[src/rtl/pred_table_ctrl_pkg.sv]
// Shared types and helpers for the predictor table controllers.
package pred_table_ctrl_pkg;

    localparam int unsigned NumSets = 128;
    localparam int unsigned SetW    = $clog2(NumSets);
    localparam int unsigned TagW    = 9;
    localparam int unsigned TgtW    = 39;
    localparam int unsigned CtrW    = 2;

    localparam logic [CtrW-1:0] CtrMax           = 2'd3;
    localparam logic [CtrW-1:0] CtrMin           = 2'd0;
    // Freshly allocated entries start weakly biased toward the resolved direction.
    localparam logic [CtrW-1:0] CtrAllocTaken    = 2'd2;
    localparam logic [CtrW-1:0] CtrAllocNotTaken = 2'd1;

    typedef struct packed {
        logic [TagW-1:0] tag;
        logic [CtrW-1:0] ctr;
        logic [TgtW-1:0] target;
    } pred_entry_t;

    typedef enum logic [1:0] {
        StIdle,
        StRd,
        StChk,
        StWr
    } upd_state_e;

    // Saturating 2-bit counter step toward the resolved direction.
    function automatic logic [CtrW-1:0] sat_ctr_update(input logic [CtrW-1:0] ctr,
                                                       input logic            taken);
        logic [CtrW-1:0] res;
        res = ctr;
        if (taken) begin
            if (ctr != CtrMax) res = ctr + 1'b1;
        end else begin
            if (ctr != CtrMin) res = ctr - 1'b1;
        end
        return res;
    endfunction

endpackage

[src/rtl/pred_ctr_update.sv]
// New-entry computation for a training update: train on tag hit, allocate on miss.
module pred_ctr_update
    import pred_table_ctrl_pkg::*;
(
    input  pred_entry_t       old_entry_i,
    input  logic [TagW-1:0]   upd_tag_i,
    input  logic              upd_taken_i,
    input  logic [TgtW-1:0]   upd_target_i,
    output pred_entry_t       new_entry_o
);

    // Merge the resolved outcome into the entry read from the table.
    always_comb begin
        new_entry_o = old_entry_i;
        if (old_entry_i.tag == upd_tag_i) begin
            new_entry_o.ctr = sat_ctr_update(old_entry_i.ctr, upd_taken_i);
            // A not-taken outcome says nothing about the target, so keep the old one.
            if (upd_taken_i) new_entry_o.target = upd_target_i;
        end else begin
            new_entry_o.tag    = upd_tag_i;
            new_entry_o.target = upd_target_i;
            new_entry_o.ctr    = upd_taken_i ? CtrAllocTaken : CtrAllocNotTaken;
        end
    end

endmodule

[src/rtl/pred_table_ctrl.sv]
// Requester-side controller for a single-ported predictor table SRAM: lookups with tag
// compare, and training updates as a read-modify-write sequenced by a small FSM.
module pred_table_ctrl
    import pred_table_ctrl_pkg::*;
#(
    parameter  int unsigned NSETS = NumSets,
    parameter  int unsigned TAG_W = TagW,
    parameter  int unsigned TGT_W = TgtW,
    localparam int unsigned SET_W = $clog2(NSETS)
) (
    input  logic             clock,
    input  logic             reset,

    input  logic             io_req_valid,
    output logic             io_req_ready,
    input  logic [SET_W-1:0] io_req_bits_setIdx,
    input  logic [TAG_W-1:0] io_req_bits_tag,

    output logic             io_resp_valid,
    output logic             io_resp_bits_hit,
    output logic [1:0]       io_resp_bits_ctr,
    output logic [TGT_W-1:0] io_resp_bits_target,

    input  logic             io_update_valid,
    output logic             io_update_ready,
    input  logic [SET_W-1:0] io_update_bits_setIdx,
    input  logic [TAG_W-1:0] io_update_bits_tag,
    input  logic             io_update_bits_taken,
    input  logic [TGT_W-1:0] io_update_bits_target,

    output logic             io_sram_rreq_valid,
    output logic [SET_W-1:0] io_sram_rreq_bits_setIdx,

    input  logic [TAG_W-1:0] io_sram_rresp_data_0_tag,
    input  logic [1:0]       io_sram_rresp_data_0_ctr,
    input  logic [TGT_W-1:0] io_sram_rresp_data_0_target,

    output logic             io_sram_wreq_valid,
    output logic [SET_W-1:0] io_sram_wreq_bits_setIdx,
    output logic [TAG_W-1:0] io_sram_wreq_bits_data_0_tag,
    output logic [1:0]       io_sram_wreq_bits_data_0_ctr,
    output logic [TGT_W-1:0] io_sram_wreq_bits_data_0_target
);

    upd_state_e state_q, state_d;

    // Latched update request.
    logic [SET_W-1:0] upd_set_q;
    logic [TAG_W-1:0] upd_tag_q;
    logic             upd_taken_q;
    logic [TGT_W-1:0] upd_target_q;

    // Entry computed in CHK and written in WR; also the bypass source.
    pred_entry_t new_entry_d, new_entry_q;
    pred_entry_t rresp_entry;
    pred_entry_t resp_entry;

    // Outstanding lookup.
    logic             lk_valid_q;
    logic [TAG_W-1:0] lk_tag_q;
    logic             lk_bypass_q, lk_bypass_d;

    logic rd_own, wr_own;
    logic req_fire, upd_fire;

    // Handshakes are ignored while reset is held so nothing is latched into a dead state.
    assign req_fire = io_req_valid & io_req_ready & ~reset;
    assign upd_fire = io_update_valid & io_update_ready & ~reset;

    // Update FSM next state and handshake readiness.
    always_comb begin
        state_d         = state_q;
        io_update_ready = 1'b0;
        io_req_ready    = 1'b0;
        rd_own          = 1'b0;
        wr_own          = 1'b0;
        unique case (state_q)
            StIdle: begin
                io_update_ready = 1'b1;
                io_req_ready    = 1'b1;
                if (upd_fire) state_d = StRd;
            end
            StRd: begin
                rd_own  = 1'b1;
                state_d = StChk;
            end
            StChk: begin
                // The port is free here: the update's read data is already on rresp.
                io_req_ready = 1'b1;
                state_d      = StWr;
            end
            StWr: begin
                wr_own  = 1'b1;
                state_d = StIdle;
            end
            default: state_d = StIdle;
        endcase
    end

    // State and valid flags with synchronous reset.
    always_ff @(posedge clock) begin
        if (reset) begin
            state_q    <= StIdle;
            lk_valid_q <= 1'b0;
        end else begin
            state_q    <= state_d;
            lk_valid_q <= req_fire;
        end
    end

    // Datapath registers; contents only matter while the matching valid/state is live.
    always_ff @(posedge clock) begin
        if (upd_fire) begin
            upd_set_q    <= io_update_bits_setIdx;
            upd_tag_q    <= io_update_bits_tag;
            upd_taken_q  <= io_update_bits_taken;
            upd_target_q <= io_update_bits_target;
        end
        if (state_q == StChk) new_entry_q <= new_entry_d;
        if (req_fire) begin
            lk_tag_q    <= io_req_bits_tag;
            lk_bypass_q <= lk_bypass_d;
        end
    end

    // A lookup racing the write of the same set must see the entry being written.
    always_comb begin
        lk_bypass_d = (state_q == StChk) && (io_req_bits_setIdx == upd_set_q);
    end

    assign rresp_entry = '{tag:    io_sram_rresp_data_0_tag,
                           ctr:    io_sram_rresp_data_0_ctr,
                           target: io_sram_rresp_data_0_target};

    pred_ctr_update u_ctr_update (
        .old_entry_i  (rresp_entry),
        .upd_tag_i    (upd_tag_q),
        .upd_taken_i  (upd_taken_q),
        .upd_target_i (upd_target_q),
        .new_entry_o  (new_entry_d)
    );

    // SRAM request muxing; the FSM owns the port in RD and WR, lookups otherwise.
    always_comb begin
        io_sram_rreq_valid       = (rd_own | req_fire) & ~reset;
        io_sram_rreq_bits_setIdx = rd_own ? upd_set_q : io_req_bits_setIdx;

        io_sram_wreq_valid              = wr_own & ~reset;
        io_sram_wreq_bits_setIdx        = upd_set_q;
        io_sram_wreq_bits_data_0_tag    = new_entry_q.tag;
        io_sram_wreq_bits_data_0_ctr    = new_entry_q.ctr;
        io_sram_wreq_bits_data_0_target = new_entry_q.target;
    end

    // Lookup response from SRAM data or the bypassed new entry.
    always_comb begin
        resp_entry          = lk_bypass_q ? new_entry_q : rresp_entry;
        io_resp_valid       = lk_valid_q;
        io_resp_bits_hit    = (resp_entry.tag == lk_tag_q);
        io_resp_bits_ctr    = resp_entry.ctr;
        io_resp_bits_target = resp_entry.target;
    end

endmodule

[config.mk]
export PLATFORM = sky130hd
export DESIGN_NAME = pred_table_ctrl
export DESIGN_NICKNAME = d
export VERILOG_FILES = /design/src/rtl/pred_table_ctrl_pkg.sv /design/src/rtl/pred_ctr_update.sv /design/src/rtl/pred_table_ctrl.sv
export SDC_FILE = /design/constraint.sdc
export NUM_CORES = 1
export LEC_CHECK = 0
export ABC_CLOCK_PERIOD_IN_PS = 5700
export BUFFER_PORTS_ARGS = -buffer_cell sky130_fd_sc_hd__buf_2
export CAP_MARGIN = 10
export CELL_PAD_IN_SITES_DETAIL_PLACEMENT = 0
export CELL_PAD_IN_SITES_GLOBAL_PLACEMENT = 2
export CORE_AREA = 2 2 106 159
export CTS_CLUSTER_SIZE = 40
export DETAILED_ROUTE_END_ITERATION = 16
export DIE_AREA = 0 0 108 161
export PLACE_DENSITY = 0.91
export SLEW_MARGIN = 15
export SYNTH_ARGS = -nofsm -noshare
export SYNTH_HDL_FRONTEND = slang
export SYNTH_SLANG_ARGS = --single-unit
[constraint.sdc]
create_clock -name clock -period 5.7 [get_ports clock]
set_input_delay 0.57 -clock clock [delete_from_list [all_inputs] [get_ports clock]]
set_output_delay 0.57 -clock clock [all_outputs]
set_load 0.1 [all_outputs]
==> metrics.md, run 1 <==
| Metric | Value |
|---|---|
| CP max FO | `24` |
| Hold_ws | `0.344 ns` |
| Post-synth cell types | `29` |
| Final instance area | `a little over 0.007 sq mm` |
| Initial antenna violation count | `2` |
| Initial DRC count | `between 80 and 90` |
| Syn Area/Cell | `~17 sq um` |
| Min setup slack post-route | `between 2 and 2.5 ns` |
| Post-detail-place hpwl | `around 9200 um` |
| Maximum clock frequency | `around 290 MHz` |
| Largest net degree at the start of global routing | `53` |
| Synth area leader | `edfxtp_1` |
| Later-pin clock latency in the skew report | `0.40 ns` |
| I/O Pins | `237` |
| Clock Root Buffer | `clkbuf_16` |
| Post-Route WL | `around 12000 um` |
| Area delta synth->final | `38.2%` |
| TritonCTS clock tree | `built` |
| Power density over the cells | `593 mW/mm^2` |
| Cell Area, Placed | `0.00657 sq mm` |
| Num rows | `57` |
| Period utilization | `between 60% and 70%` |
| Top delay family on crit path | `flip-flops` |
| Routability congestion estimate | `between 0.7 and 0.8` |
| Fin nets | `670` |
| Ys flop type | `edfxtp_1` |
| Die width | `around 110 um` |
| RSZ-0062 raised after global routing | `no` |
| Hold Path End | `lk_tag_q[1]$_DFFE_PP_` |
| Status | `finished, final reports clean` |
| Synth Cell Area | `between 0.005 and 0.006 sq mm` |
| Slew margin rel. | `approximately 28%` |
| Slew @ Worst Pin | `1.08 ns` |
| Initial Utilization | `32.4%` |
| Reg2reg setup slack | `approximately 3.5 ns` |
| CP Cell Sequence | `mux2i_1 -> xor2_1 -> nand4_1 -> nor3_1 -> buf_2` |
| Fin cells | `758` |
| Peak VDD IR | `0.403 mV` |
| Top cells by area, synth | `edfxtp_1 (67%), mux2_2 (16%), xnor2_1 (2.9%), mux2_1 (2.2%), mux2i_1 (1.9%)` |
| Global-route wire length before repair | `18500 um` |
| CP Buf/Inv Count | `1` |
| Mapped Cells | `300` |
| Setup violators final | `0` |
| Worst setup SP type | `flop` |
| Minimum clock period | `around 3.4 ns` |
| Req. time, crit path | `between 5 and 6 ns` |
| Number of synthesized register bits | `119` |
| Via count | `around 3400` |
| I/O Buffers | `236` |
| Ant diodes | `0` |
| Crit-path max cell delay | `1.06 ns` |
| EDFF count, synth | `around 120` |
| Slowest CP cell | `edfxtp_1` |
| # fillers | `~1500` |
| CTS Buf Count | `17` |
| Clock tree buffer depth | `2` |
| Post_cts resized | `0` |
| Reg2reg start | `state_q[0]$_SDFFE_PP0P_` |
| # DRC | `0` |
| DRT Pass-1 Iters | `4` |
| Total core area | `between 0.015 and 0.02 sq mm` |
| Sequential-to-total area share from yosys stat | `between 60 and 70%` |
| Via/cell ratio | `~4.5` |
| Die height | `about 160 um` |
| Hold wc startpoint | `io_req_bits_tag[1]` |
| Max-slew violations | `0` |
| Worst Setup End Kind | `primary output` |
| Critical R2R Capture | `lk_bypass_q$_DFFE_PP_` |
| WHS Path Cells | `1` |
| Worst reg-to-reg path cell count | `6` |
| Die area | `approximately 0.017 sq mm` |
| Critical path data arrival time | `approximately 2.9 ns` |
| Synth top area share | `around 67%` |
| Worst Skew | `between 0.01 and 0.015 ns` |
| Ys Warns | `0` |
| CTS sink cnt | `between 100 and 150` |
| Max-cap check violation count | `0` |
| Total grt overflow | `0` |
| DP Worst Slack | `between 2 and 3 ns` |
| Clock transition at the registers of the reported paths | `0.05 ns` |
| CTS H-tree depth | `4` |
| Ys async rst share | `0%` |
| Final core occ | `between 40 and 50%` |
| Global Route Usage Sum | `between 10% and 20%` |
| Fin. Hold Viols | `0` |
| Total power | `around 4.3 mW` |
| Worst Hold Class | `primary input to flop` |
| Most frequent cell after synthesis | `edfxtp_1` |
| # hold bufs at CTS | `0` |
| Commonest cells in the netlist | `edfxtp_1 (116), mux2_2 (75), xnor2_1 (17)` |
| Layout cells sized above 1 | `between 60% and 70%` |
| Setup TNS | `0 ns` |
| Worst setup path class | `flop to primary output` |
| Dpl cells | `slightly above 700` |
| Static leakage | `~2.9 nW` |
| Post CTS Setup Buffer Count | `0` |
| Syn_nets | `430` |
| Number of routed nets with antenna violations | `0` |
| Routed len/inst | `16.1 um` |
| Vias in the first global route | `about 3600` |
-- worst reg2reg max path, delay by kind of cell, from the launching register on --
family | cells | cell delay, ns
buffers and inverters | 3 | 0.75
AND/OR/NAND/NOR | 2 | 0.60
flip-flops | 1 | 0.33
adder cells (fa/ha/maj) | 1 | 0.16
-- report_power, final --
group,leakage (nW),switching (mW),internal (mW)
registers,1.09,0.0823,1.19
logic,1.52,1.60,0.297
clock network,0.294,0.366,0.725
total,2.91,2.05,2.21
-- sequential cells by signal, summed over array words and instances, names as in the netlist, 2 cells and up --
register	flops
io_sram_wreq_bits_data_0_ctr	2
io_sram_wreq_bits_data_0_target	39
io_sram_wreq_bits_setIdx	7
upd_target_q	39
io_sram_wreq_bits_data_0_tag	9
state_q	2
upd_tag_q	9
lk_tag_q	9
-- metal layers --
layer | track usage, % | vias to the layer above | routed length, um
li1 | - | 1624 | -
met5 | 0 | - | 28
met2 | 25.8 | 147 | 6600
met3 | 4.16 | 17 | 815
met1 | 14.8 | 1654 | 4550
met4 | 4.78 | 4 | 180
-- layout make-up --
cell class | instances | area [sq um] | share of cell area, %
sequential | 119 | 3540 | 49.3
timing repair buffer | 241 | 1220 | 17.0
clock inverter | 14 | 184 | 2.56
multi-input combinational | 155 | 1530 | 21.3
clock buffer | 17 | 425 | 5.92
tap | 206 | 258 | 3.59
inverter | 6 | 22.5 | 0.314
-- placed cells by master, fill, tap and decap left out, types with 2 or more instances in the layout --
cell	synthesis	routed
and3_1	3	2
nor2_1	4	4
bufinv_16	0	4
ha_1	4	3
buf_2	6	236
buf_4	2	5
edfxtp_1	116	116
clkinv_2	0	3
clkinvlp_4	0	2
clkinv_1	0	2
clkinv_4	0	3
xnor2_1	17	17
xor2_1	8	8
nor3_1	2	2
mux2_2	75	75
nand2_1	3	3
mux2_1	10	10
mux2i_1	10	10
clkbuf_16	0	17
nand4_1	5	5
dfxtp_1	3	3
inv_1	6	6
o21ai_0	4	4
-- how the worst max path moves through the flow --
stage,startpoint,to,slack [ns],depth (start not counted)
after CTS,lk_bypass_q$_DFFE_PP_,io_resp_bits_hit,2.22,5
after floorplan,state_q[0]$_SDFFE_PP0P_,io_sram_rreq_valid,1.47,6
final,lk_bypass_q$_DFFE_PP_,io_resp_bits_hit,2.28,5
after global routing,lk_bypass_q$_DFFE_PP_,io_resp_bits_hit,2.06,5
after detailed placement,state_q[0]$_SDFFE_PP0P_,io_sram_rreq_valid,2.67,8
after global placement,state_q[0]$_SDFFE_PP0P_,io_sram_rreq_valid,2.75,8
-- logic make-up (layout without fill, tap and decap cells) --
| logic type | count (synthesis) | after routing | share of synthesized area, % |
|---|---|---|---|
| compound gates | 8 | 8 | 1.06 |
| xor+xnor | 25 | 25 | 4.21 |
| fa+ha+maj | 4 | 4 | 0.963 |
| buf+inv | 26 | 278 | 2.46 |
| flops | 119 | 119 | 68.2 |
| mux | 95 | 95 | 20.3 |
| simple gates | 23 | 23 | 2.77 |
Note: power is estimated with default switching activity, not from simulation.
==> run 2, diff against run 1 <==
- ABC_CLOCK_PERIOD_IN_PS: 5700 -> 3400
- CORE_AREA: 2 2 106 159 -> 2 2 109 164
- DIE_AREA: 0 0 108 161 -> 0 0 111 166
- PLACE_DENSITY: 0.91 -> 0.87
- clock period: 5.7 -> 3.4 ns (I/O delays scaled with it)
==> run 2 against run 1 <==
Compared with the run above: first-iteration DRC count grew 30%; routed wire length grew 4.4%; utilization shrank 2.7 points; final cell count grew 1.3%; global-route usage shrank 0.16 points; clock skew grew 0.0030 ns; sequential share of layout area is essentially flat; hold slack lost 0.23 ns; largest cell class unchanged; largest power group unchanged; highest routed layer unchanged.
==> metrics.md, run 2 (synthesis gave the netlist of run 1 again) <==
| Metric | Value |
|---|---|
| Peak VDD IR | `0.715 mV (+78%)` |
| Commonest cells after routing, fill and taps aside | `buf_2 (235), edfxtp_1 (116), mux2_2 (75)` |
| Critical path data arrival time | `2.61 ns (-0.24 ns)` |
| Area delta synth->final | `38.1% (about the same)` |
| Initial Utilization | `30.5% (-1.9 points)` |
| Fin. Hold Viols | `0 (unchanged)` |
| Initial DRC count | `107 (+30%)` |
| Via count | `3433 (-0.38%)` |
| Max-cap check violation count | `0 (unchanged)` |
| Combinational share of power | `46.1% (+1.5 points)` |
| CP Buf/Inv Count | `2 (+1)` |
| Minimum clock period | `2.95 ns` |
| Int Power | `3.58 mW (+62%)` |
| Switch share | `49.1% (+0.94 points)` |
| Vias in the first global route | `3796 (+4.0%)` |
| # fillers | `1611 (+9.4%)` |
| Total core area | `0.0171 sq mm (+6.3%)` |
| I/O Pins | `237 (unchanged)` |
| Layout cells sized above 1 | `63.2% (about the same)` |
| Global-route wire length before repair | `19800 um (+6.8%)` |
| Post_cts resized | `0 (unchanged)` |
| DP Worst Slack | `0.802 ns (-1.87 ns)` |
| Clock tree buffer depth | `2 (unchanged)` |
| Hold_ws | `0.110 ns (-0.235 ns)` |
| Num rows | `59 (+3.5%)` |
| Hold wc startpoint | `io_req_bits_tag[7]` |
| Top delay family on crit path | `flip-flops` |
| Number of routed nets with antenna violations | `0 (unchanged)` |
| Post-detail-place hpwl | `9500 um (+2.8%)` |
| Maximum clock frequency | `339 MHz` |
| Die height | `166 um (+3.1%)` |
| Worst reg-to-reg path cell count | `5 (-1)` |
| Fin cells | `768 (+1.3%)` |
| I/O Buffers | `236 (unchanged)` |
| CP Cell Sequence | `buf_4 -> mux2i_1 -> xnor2_1 -> nor3_2 -> buf_2` |
| Worst Skew | `0.0130 ns (+0.00303 ns)` |
| Crit-path max cell delay | `0.83 ns (-0.23 ns)` |
| Slowest CP cell | `edfxtp_1` |
| CTS H-tree depth | `4 (unchanged)` |
| Clock Root Buffer | `clkbuf_16` |
| Clock transition at the registers of the reported paths | `0.06 ns (about the same)` |
| Worst setup SP type | `flop` |
| Die width | `111 um (+2.8%)` |
| Via/cell ratio | `4.47 (-1.7%)` |
| CTS sink cnt | `119 (unchanged)` |
| TritonCTS clock tree | `built` |
| # hold bufs at CTS | `0 (unchanged)` |
| Clock power frac | `23.8% (-1.8 points)` |
| Power density over the cells | `980 mW/mm^2 (+65%)` |
| Net Switching | `3.45 mW (+68%)` |
| Post-Route WL | `12700 um (+4.4%)` |
| Commonest non-fill, non-tap cell in the layout | `buf_2` |
| # DRC | `0 (unchanged)` |
| Routability congestion estimate | `0.747 (-3.3%)` |
| Fin nets | `671 (+0.15%)` |
| Global Route Usage Sum | `13.8% (-0.16 points)` |
| RSZ-0062 raised after global routing | `no` |
| Slew margin rel. | `50.3% (+22 points)` |
| Static leakage | `2.90 nW (-0.24%)` |
| Crit. Startpoint | `lk_bypass_q$_DFFE_PP_` |
| Post CTS Setup Buffer Count | `0 (unchanged)` |
| Setup TNS | `0 ns (unchanged)` |
| Setup violators final | `0 (unchanged)` |
| Seq pwr share | `30.1% (+0.3 points)` |
| Reg2reg start | `upd_tag_q[7]$_DFFE_PP_` |
| Die area | `0.0184 sq mm (+6.0%)` |
| M1 wire length | `4670 um (+2.7%)` |
| DRT Pass-1 Iters | `4 (unchanged)` |
| Worst Hold Class | `primary input to flop` |
| Instance count on the critical path | `5 (unchanged)` |
| Status | `finished, final reports clean` |
| Met3 WL post-DR | `933 um (+14%)` |
| WHS Path Cells | `1 (unchanged)` |
| Total grt overflow | `0 (unchanged)` |
| CTS Buf Count | `17 (unchanged)` |
| Initial antenna violation count | `2 (unchanged)` |
| Period utilization | `86.8%` |
| Req. time, crit path | `3.06 ns (-2.07 ns)` |
| Worst Setup End Kind | `primary output` |
| Routed len/inst | `16.6 um (+3.1%)` |
| Min setup slack post-route | `0.450 ns (-1.82 ns)` |
| Worst setup path class | `flop to primary output` |
| CP max FO | `15 (-38%)` |
| Max-slew violations | `0 (unchanged)` |
| Dpl cells | `735 (+1.1%)` |
| Highest routed metal layer | `met5` |
| Slew @ Worst Pin | `0.746 ns (-0.337 ns)` |
| Met2 Wirelength | `6920 um (+4.7%)` |
| Later-pin clock latency in the skew report | `0.40 ns (about the same)` |
| Largest net degree at the start of global routing | `52 (-1.9%)` |
-- run 2: cell count changes in the layout (fill, tap and decap cells not counted) --
cell | previous run | this run
clkinv_4 | 3 | 1
buf_2 | 236 | 235
bufinv_16 | 4 | 2
clkinvlp_4 | 2 | 1
diode_2 | 0 | 1
nor3_1 | 2 | 1
buf_12 | 0 | 2
clkbuf_1 | 0 | 4
clkinv_1 | 2 | 0
clkinv_2 | 3 | 7
nor3_2 | 0 | 1
-- run 2: per-stage QoR --
step | power (mW) | util [%] | instance area [sq um]
4_1_cts | 7.12 | 42.1 | 7170
5_1_grt | 7.30 | 42.1 | 7170
2_1_floorplan | 4.86 | - | 5200
3_5_place_dp | 5.41 | 38.8 | 6620
6_report | 7.03 | 42.1 | 7170
3_3_place_gp | 5.37 | 38.8 | 6620
-- run 2: power by group through the flow --
stage	Clock, mW	Sequential [mW]	Combinational (mW)
after floorplan	0	3.22	1.64
after global placement	0	2.13	3.24
after detailed placement	0	2.14	3.26
after CTS	1.73	2.12	3.27
after global routing	1.80	2.15	3.34
final	1.67	2.11	3.24
-- run 2: worst paths after layout --
check / to / slack, ns
worst max register to register: io_sram_wreq_bits_data_0_target[9]$_DFFE_PP_ / 1.22
worst max-delay path: io_resp_bits_hit / 0.45
worst min-delay path: lk_tag_q[7]$_DFFE_PP_ / 0.11
worst min register to register: io_sram_wreq_bits_data_0_tag[2]$_DFFE_PP_ / 0.48
-- run 2: worst register-to-register path: cells and delay by family (launching register included) --
| family | cells | cell delay [ns] |
|---|---|---|
| buffers and inverters | 1 | 0.34 |
| flip-flops | 1 | 0.41 |
| multiplexers | 1 | 0.38 |
| AND/OR/NAND/NOR | 2 | 0.59 |
| XOR/XNOR | 1 | 0.20 |
-- run 2: routing by layer --
metal	vias up	track usage [%]
met3	15	5.26
li1	1628	-
met2	148	25.8
met4	2	4.24
met5	-	0
met1	1640	14.0
-- run 2: cell type report --
| cell class | count | area (sq um) | area share, % |
|---|---|---|---|
| diodes | 1 | 2.50 | 0.0349 |
| clock buffers | 21 | 440 | 6.14 |
| clock inverters | 11 | 111 | 1.55 |
| inverters | 6 | 22.5 | 0.314 |
| multi-input cells | 155 | 1530 | 21.4 |
| flip-flops and latches | 119 | 3540 | 49.4 |
| well taps | 213 | 267 | 3.71 |
| repair buffers | 242 | 1250 | 17.5 |
